==> src/rtl/spram_arbiter.sv <==
// Two-port round-robin arbiter/sequencer in front of a single-port 32-bit SPRAM.
// Define SPRAM_ARB_RMW_EN to turn partial-mask stores into read-modify-write sequences.
`timescale 1ns/1ps
module spram_arbiter #(
  parameter int ADDR_W = 15
) (
  input  logic              clk,
  input  logic              rst,
  input  logic              a_rd_en,
  input  logic [ADDR_W-1:0] a_addr,
  output logic              a_gnt,
  output logic [31:0]       a_rd_data,
  output logic              a_rd_valid,
  input  logic              b_rd_en,
  input  logic              b_wr_en,
  input  logic [ADDR_W-1:0] b_addr,
  input  logic [31:0]       b_wr_data,
  input  logic [3:0]        b_wr_mask,
  output logic              b_gnt,
  output logic [31:0]       b_rd_data,
  output logic              b_rd_valid,
  output logic              b_wr_done,
  output logic              mem_rd_en,
  output logic              mem_wr_en,
  output logic [ADDR_W-1:0] mem_addr,
  output logic [31:0]       mem_wr_data,
  input  logic [31:0]       mem_rd_data,
  input  logic              mem_rd_valid
);

  logic last_reg;     // 0: A granted last, 1: B granted last
  logic owner_reg;    // 0: A, 1: B
  logic pend_reg;     // a port read was issued last cycle
  logic done_reg;
  logic req_a, req_b, pick_b, in_idle;
  logic wr_full, wr_partial;

  assign req_a  = a_rd_en;
  assign req_b  = b_rd_en | b_wr_en;
  assign pick_b = req_b & (~req_a | ~last_reg);

`ifdef SPRAM_ARB_RMW_EN
  typedef enum logic [1:0] {IDLE, RMW_RD, RMW_WR} state_t;
  state_t            state_reg;
  logic [ADDR_W-1:0] rmw_addr_reg;
  logic [31:0]       rmw_data_reg;
  logic [3:0]        rmw_mask_reg;
  logic [31:0]       merged;

  assign in_idle    = (state_reg == IDLE) & ~rst;
  assign wr_full    = (b_wr_mask == 4'hF);
  assign wr_partial = (b_wr_mask != 4'hF) & (b_wr_mask != 4'h0);

  for (genvar gi = 0; gi < 4; gi++) begin : g_merge
    assign merged[8*gi+7:8*gi] = rmw_mask_reg[gi] ? rmw_data_reg[8*gi+7:8*gi]
                                                   : mem_rd_data[8*gi+7:8*gi];
  end
`else
  logic unused_mask;
  assign unused_mask = ^b_wr_mask;
  assign in_idle     = ~rst;
  assign wr_full     = 1'b1;
  assign wr_partial  = 1'b0;
`endif

  assign a_gnt = in_idle & req_a & ~pick_b;
  assign b_gnt = in_idle & pick_b;

  always_comb begin
    mem_rd_en   = 1'b0;
    mem_wr_en   = 1'b0;
    mem_addr    = a_addr;
    mem_wr_data = b_wr_data;
    if (a_gnt) begin
      mem_rd_en = 1'b1;
    end else if (b_gnt) begin
      mem_addr = b_addr;
      if (b_rd_en)         mem_rd_en = 1'b1;
      else if (wr_full)    mem_wr_en = 1'b1;
      else if (wr_partial) mem_rd_en = 1'b1;  // fetch old word for the merge
    end
`ifdef SPRAM_ARB_RMW_EN
    if (state_reg == RMW_RD && !rst) begin
      mem_wr_en   = 1'b1;
      mem_addr    = rmw_addr_reg;
      mem_wr_data = merged;
    end
`endif
  end

  // Only port reads set pend_reg, so RMW fetches never surface as read data.
  assign a_rd_data  = mem_rd_data;
  assign b_rd_data  = mem_rd_data;
  assign a_rd_valid = mem_rd_valid & pend_reg & ~owner_reg & ~rst;
  assign b_rd_valid = mem_rd_valid & pend_reg & owner_reg & ~rst;
  assign b_wr_done  = done_reg;

  always_ff @(posedge clk) begin
    if (rst) begin
      last_reg  <= 1'b1;
      owner_reg <= 1'b0;
      pend_reg  <= 1'b0;
      done_reg  <= 1'b0;
`ifdef SPRAM_ARB_RMW_EN
      state_reg    <= IDLE;
      rmw_addr_reg <= '0;
      rmw_data_reg <= '0;
      rmw_mask_reg <= '0;
`endif
    end else begin
      pend_reg <= a_gnt | (b_gnt & b_rd_en);
      done_reg <= b_gnt & b_wr_en & ~wr_partial;
      if (a_gnt) begin
        last_reg  <= 1'b0;
        owner_reg <= 1'b0;
      end else if (b_gnt) begin
        last_reg <= 1'b1;
        if (b_rd_en) owner_reg <= 1'b1;
      end
`ifdef SPRAM_ARB_RMW_EN
      case (state_reg)
        IDLE: begin
          if (b_gnt && b_wr_en && wr_partial) begin
            state_reg    <= RMW_RD;
            rmw_addr_reg <= b_addr;
            rmw_data_reg <= b_wr_data;
            rmw_mask_reg <= b_wr_mask;
          end
        end
        RMW_RD: begin
          state_reg <= RMW_WR;
          done_reg  <= 1'b1;
        end
        default: state_reg <= IDLE;
      endcase
`endif
    end
  end

endmodule
==> config.mk <==
export PLATFORM = sky130hd
export DESIGN_NAME = spram_arbiter
export DESIGN_NICKNAME = d
export VERILOG_FILES = /design/src/rtl/spram_arbiter.sv
export SDC_FILE = /design/constraint.sdc
export NUM_CORES = 1
export LEC_CHECK = 0
export ABC_AREA = 1
export CORE_AREA = 2 2 87 89
export CTS_CLUSTER_SIZE = 30
export DETAILED_ROUTE_END_ITERATION = 12
export DIE_AREA = 0 0 89 91
export PLACE_DENSITY_LB_ADDON = 0.1
export SLEW_MARGIN = 10
export SYNTH_ARGS = -nofsm -noshare
export SYNTH_HDL_FRONTEND = slang
export SYNTH_SLANG_ARGS = --single-unit
==> constraint.sdc <==
create_clock -name clk -period 1.3 [get_ports clk]
set_input_delay 0.26 -clock clk [delete_from_list [all_inputs] [get_ports clk]]
set_output_delay 0.26 -clock clk [all_outputs]
set_load 0.01 [all_outputs]
==> flow_summary.ini, run 1 <==
[pwr]
p_switching_uw = 238
swShare_pct = 29.9
powerDensity_mw_per_mm2 = 628
clkPwrFrac_pct = 33.3
p_int_uw = 559
seqPwrFrac_pct = 17.2
p_leak_uw = 0.000637
vdd_drop_max_mv = 0.173
power_frac_comb_pct = 49.5

[global_routing]
grt_busiest_layer = met2
grt_max_degree = 10
grt_pass1_wl_um = 4100
grt_util_met1_pct = 6.38
grtUsageTotal_pct = 6.85
grtUsageMet2_pct = 10.8
grt_pass1_vias = 846
use_met3_pct = 2.18
grt-ovfl-total = 0
antenna_found_initial = 0

[synthesis]
synthArstFlopShare_pct = 0
synthDistinctLibCells = 14
synth_nets = 276
synthFlopType = dfxtp_1
ys_seq_area_share_pct = 7.25
synthCells = 172
synth_warnings = 0
synth_area_leaders = buf_4 65%, nand2_1 19%, dfxtp_1 7.2%, inv_1 1.7%, nand3_4 1.6%
synth.largest_area_cell = buf_4
syn_area_mm2 = 0.00110
synth_top_cells_by_count = 96 x buf_4, 55 x nand2_1, 5 x inv_1
synth_edf_count = 0
yosysTopAreaCellShare_pct = 65.2
synth.most_common_cell = buf_4
ys_ff_latch = 4
avgSynthCellArea_um2 = 6.42

[die]
pin_count = 222
fp-row-count = 31
start_util_pct = 15.5
die_h_um = 91
coreArea_mm2 = 0.00714
die_x_um = 89
dieArea_mm2 = 0.00810

[setup_path]
crit_path_start_kind = register
required_ps = 1040
r2r_slack_ps = 220
r2r_cells = 7
cp_data_arrival_time_ps = 1230
critPathCaptureType = primary output
critPathKind = register to primary output
r2r_start = last_reg
rr_endpoint = owner_reg
critPathMaxFanout = 5

[hold_path]
hold-path-endpoint = last_reg
hp-start = b_rd_en
whs_path_depth = 3
min_path_type = input pin to register

[run_status]
status = finished, violations left
violations = setup timing

[final_layout]
num_antenna_cells = 0
area_delta_synth_final_pct = 14.9
final_cell_count_no_fill = 250
n_fill_cell = 834
layout-drive-gt1-share_pct = 45.0
utilization_pct = 17.8
finalNetCount = 257

[routing]
drtIter0Drc = 12
wl_um = 2870
vias = 800
avgViaCountPerCell = 3.20
post_drt_wl_per_cell_um = 11.5
drt_first_pass_iters = 4
ant_nets = 0
drcViolationCount = 0

[sta]
setup_slack_ps = -192
min_period_ps = 1490
setup_viol = 19
hold_slack_ps = 356
rsz0062_at_grt = true
period_share_pct = 115
slew_viol_final = 0
fmax_mhz = 670
slew_headroom_pct = 89.8
worst_slew_pin_slew_ps = 152
hold_viol = 0
finalClockSkew_ps = 8.38

[placement]
dp_hpwl_um = 2000
dp.cells = 240
place_congestion = 0.676
numPortBuffers = 57

[job]
max_cap_viol_count = 0

[clocking]
cts-root-buf = clkbuf_8
clk_pin_slew_ps = 40
cts-htree-levels = 1
cts_inserted_buffers = 3
cts.sinks = 4
clockBufferDepth = 2
worst_skew_pair.late_latency_ps = 220
hold_buffers = 0
cts_tree = yes
==> area by class of cell <==
cell class	instances	area [um^2]	share of cell area [%]
well taps	99	124	9.75
repair buffers	71	644	50.7
multi-input cells	63	317	24.9
inverters	7	33.8	2.66
repair inverters	3	28.8	2.27
flip-flops and latches	4	81.3	6.40
clock buffers	3	41.3	3.25
==> critical path, cell delays in order (launching register included) <==
cell     delay, ps
dfxtp_2        310
nand2_2         90
nand3_4         90
buf_12         150
buf_8          130
nand2_2         50
nand2_1         50
buf_2          130
==> metal layers <==
layer	part of all wire, %	wire length, um
met3	12	336
met4	6.9	198
met2	47	1350
met5	0	0
met1	34	981
==> cell usage in the layout, fill, tap and decap left out <==
cell and instances:
clkdlybuf4s15_1 1, inv_1 2, buf_4 10, nor3_2 1, inv_2 4, nand3_1 2
buf_8 2, dfxtp_1 3, clkbuf_8 3, buf_12 1, nor2_1 2, clkbuf_2 1
bufbuf_16 1, dfxtp_2 1, nor3b_2 1, o21ai_1 1, dlygate4sd2_1 4, inv_8 2
nand3_4 1, nand2_1 38, nand2_4 1, buf_6 4, buf_2 16, nand2_2 16
inv_6 2, clkdlybuf4s15_2 1, clkdlybuf4s50_1 30
==> what timing repair did <==
item / 4_1_cts / 5_1_grt
setup buffers: 3 / 0
setup endpoints to repair: 24 / 20
gates resized for setup: 117 / 14
pin swaps: 14 / 3
cloned: 3 / 1
==> through the flow <==
stage	total power, uW	setup WS [ps]	cell area (um^2)	TNS (ps)
floorplan	556	155	1100	0
global placement	506	-882	1140	-17710
detailed placement	504	-913	1140	-18010
CTS	799	-210	1220	-3570
global route	862	-248	1270	-4170
finish	798	-192	1270	-2990
==> power by group through the flow <==
stage	Sequential (uW)	Clock [uW]	Combinational, uW
6_report	137	266	395
5_1_grt	138	288	435
4_1_cts	136	279	383
3_5_place_dp	137	0	367
3_3_place_gp	137	0	369
2_1_floorplan	138	0	419
==> worst max path at each step <==
stage | cells past startpoint | endpoint | from
floorplan | 6 | mem_addr[10] | last_reg
global placement | 8 | mem_rd_en | b_rd_en
detailed placement | 8 | mem_rd_en | b_rd_en
CTS | 7 | mem_addr[14] | last_reg
global route | 7 | mem_addr[2] | last_reg
finish | 7 | mem_addr[6] | last_reg
==> logic make-up (layout without fill, tap and decap cells) <==
kind of cell	Yosys count	count (layout)	synth area share [%]
AND/OR/NAND/NOR	62	62	23.0
buffers and inverters	105	84	69.3
flip-flops	4	4	7.25
AO/OA/AOI/OAI	1	1	0.453
No activity file was read; power rests on OpenSTA's default activity.
==> inputs of run 2 (changes only) <==
CAP_MARGIN = 20   (was not set)
==> results of run 2 <==
Same layout as run 1: the final DEF is identical, and so are final timing and power.
==> inputs of run 3 (changes only) <==
CORE_AREA = not set   (was 2 2 87 89)
CORE_MARGIN = 5   (was not set)
CORE_UTILIZATION = 19   (was not set)
DIE_AREA = not set   (was 0 0 89 91)
==> run 3 against run 2 <==
  * The flow still finishes with violations (setup timing)
  * Non-clock buffer count decreased by 1
  * Clock power rose by 3%
  * First-iteration DRC count is 83% higher
  * Via count up 5.3%
  * Register-to-register slack improved by 130 ps
  * Global-route usage is 2.0 points higher
  * Utilization rose by 7.5 points
  * Sequential cell count is the same
  * Die area shrank 8.1%
  * Design area up 11%
  * Critical endpoint is now mem_addr[9]
  * Highest routed layer unchanged
==> flow_summary.ini, run 3 (synthesized netlist as in run 1, its figures left out) <==
[global_routing]
antenna_found_initial = 0
grt_max_degree = 9
grt_pass1_vias = 961
grt-ovfl-total = 0
grtUsageTotal_pct = 8.85
grt_pass1_wl_um = 5060

[clocking]
hold_buffers = 0
worst_skew_pair.late_latency_ps = 220
cts_tree = yes
cts.sinks = 4
cts-htree-levels = 1
cts-root-buf = clkbuf_8
cts_inserted_buffers = 3
clockBufferDepth = 2
clk_pin_slew_ps = 30

[routing]
drtIter0Drc = 22
post_drt_wl_per_cell_um = 16.1
vias = 842
wl_um = 3570
drt_first_pass_iters = 4
ant_nets = 0
avgViaCountPerCell = 3.79
drcViolationCount = 0

[setup_path]
critPathMaxFanout = 8
cp_data_arrival_time_ps = 1290
required_ps = 1040
critPathKind = register to primary output
r2r_slack_ps = 350
slowest_delay_ps = 320
worst_path_max_delay_cell = dfxtp_2
path_cells = nand2_2 > nand3_4 > buf_12 > buf_12 > nand2_2 > nand2_1 > buf_2
crit_buf_inv = 3
critPathCaptureType = primary output
crit_family = buffers and inverters
crit_path_start_kind = register

[die]
fp-row-count = 27
dieArea_mm2 = 0.00744
die_h_um = 86.3
coreArea_mm2 = 0.00557
die_x_um = 86.3
pin_count = 222
start_util_pct = 19.8

[sta]
setup_viol = 19
finalClockSkew_ps = 3.09
fmax_mhz = 645
slew_headroom_pct = 89.0
rsz0062_at_grt = true
slew_viol_final = 0
setup_slack_ps = -252
hold_viol = 0
min_period_ps = 1550
period_share_pct = 119
worst_slew_pin_slew_ps = 164

[final_layout]
final_common_cell = clkdlybuf4s50_1
final_cell_mix = 30 x clkdlybuf4s50_1, 24 x nand2_1, 20 x nand2_2
num_antenna_cells = 0
area_delta_synth_final_pct = 27.4
n_fill_cell = 613
final_cell_count_no_fill = 222
multiInputGateArea_um2 = 402
layout-drive-gt1-share_pct = 52.0
finalNetCount = 256
seqCellArea_um2 = 81.3
utilization_pct = 25.3

[placement]
numPortBuffers = 57
dp.cells = 211
place_congestion = 0.669
dp_hpwl_um = 2740

[run_status]
status = finished, violations left
violations = setup timing

[pwr]
p_leak_uw = 0.000697
powerDensity_mw_per_mm2 = 637
vdd_drop_max_mv = 0.193

[job]
max_cap_viol_count = 0

[hold_path]
min_path_type = input pin to register
## run 3: cell types whose count changed in the layout (fill, tap and decap cells not counted), moves of 2 or more
cell,delta
buf_12,+3
buf_2,-10
buf_4,-2
buf_6,+10
buf_8,-2
clkdlybuf4s15_1,+2
inv_6,-2
nand2_1,-14
nand2_2,+4
nand2_4,+10
## run 3: worst paths after layout
kind,cells past startpoint,startpoint,end
setup / recovery,7,last_reg,mem_addr[9]
hold / removal,3,b_wr_en,last_reg
setup reg to reg,5,last_reg,b_wr_done
hold reg to reg,2,last_reg,last_reg
## run 3: final cells by class
cell class,count,area share [%]
timing repair inverter,3,2.76
timing repair buffer,70,51.2
inverter,7,2.40
clock buffer,3,2.93
tap,72,6.40
multi-input combinational,63,28.5
sequential,4,5.78
## run 3: tightest hold or removal path, delay by kind of cell
family / cells / cell delay, ps
buffers and inverters: 1 / 200
AO/OA/AOI/OAI: 1 / 90
AND/OR/NAND/NOR: 1 / 60
## run 3: per-stage QoR
step	power (uW)	hold WS, ps	worst slack [ps]	setup TNS, ps	area (um^2)
2_1_floorplan	556	386	155	0	1100
3_3_place_gp	509	468	-898	-17540	1090
3_5_place_dp	502	465	-879	-17040	1090
4_1_cts	818	422	-240	-3940	1240
5_1_grt	945	453	-299	-4960	1410
6_report	896	422	-252	-4030	1410
## run 3: power by group
group	internal (uW)	leakage, uW	total [uW]	switching [uW]
combinational	280	0.000642	484	204
sequential	133	0.0000327	138	4.98
clock	198	0.0000216	274	75.7
## run 3: repair_timing
action | 4_1_cts | 5_1_grt
resized for setup | 124 | 39
gates cloned | 4 | 0
setup buffers | 4 | 0
pin swaps | 17 | 6
setup endpoints to repair | 22 | 20
## run 3: per-layer routing
layer	share of wire [%]	vias to the layer above	wire length [um]	track usage, %
li1	-	380	-	-
met4	5.6	0	199	7.22
met1	28	348	986	7.64
met5	0	-	0	0
met3	14	39	495	4.18
met2	53	75	1880	15.5
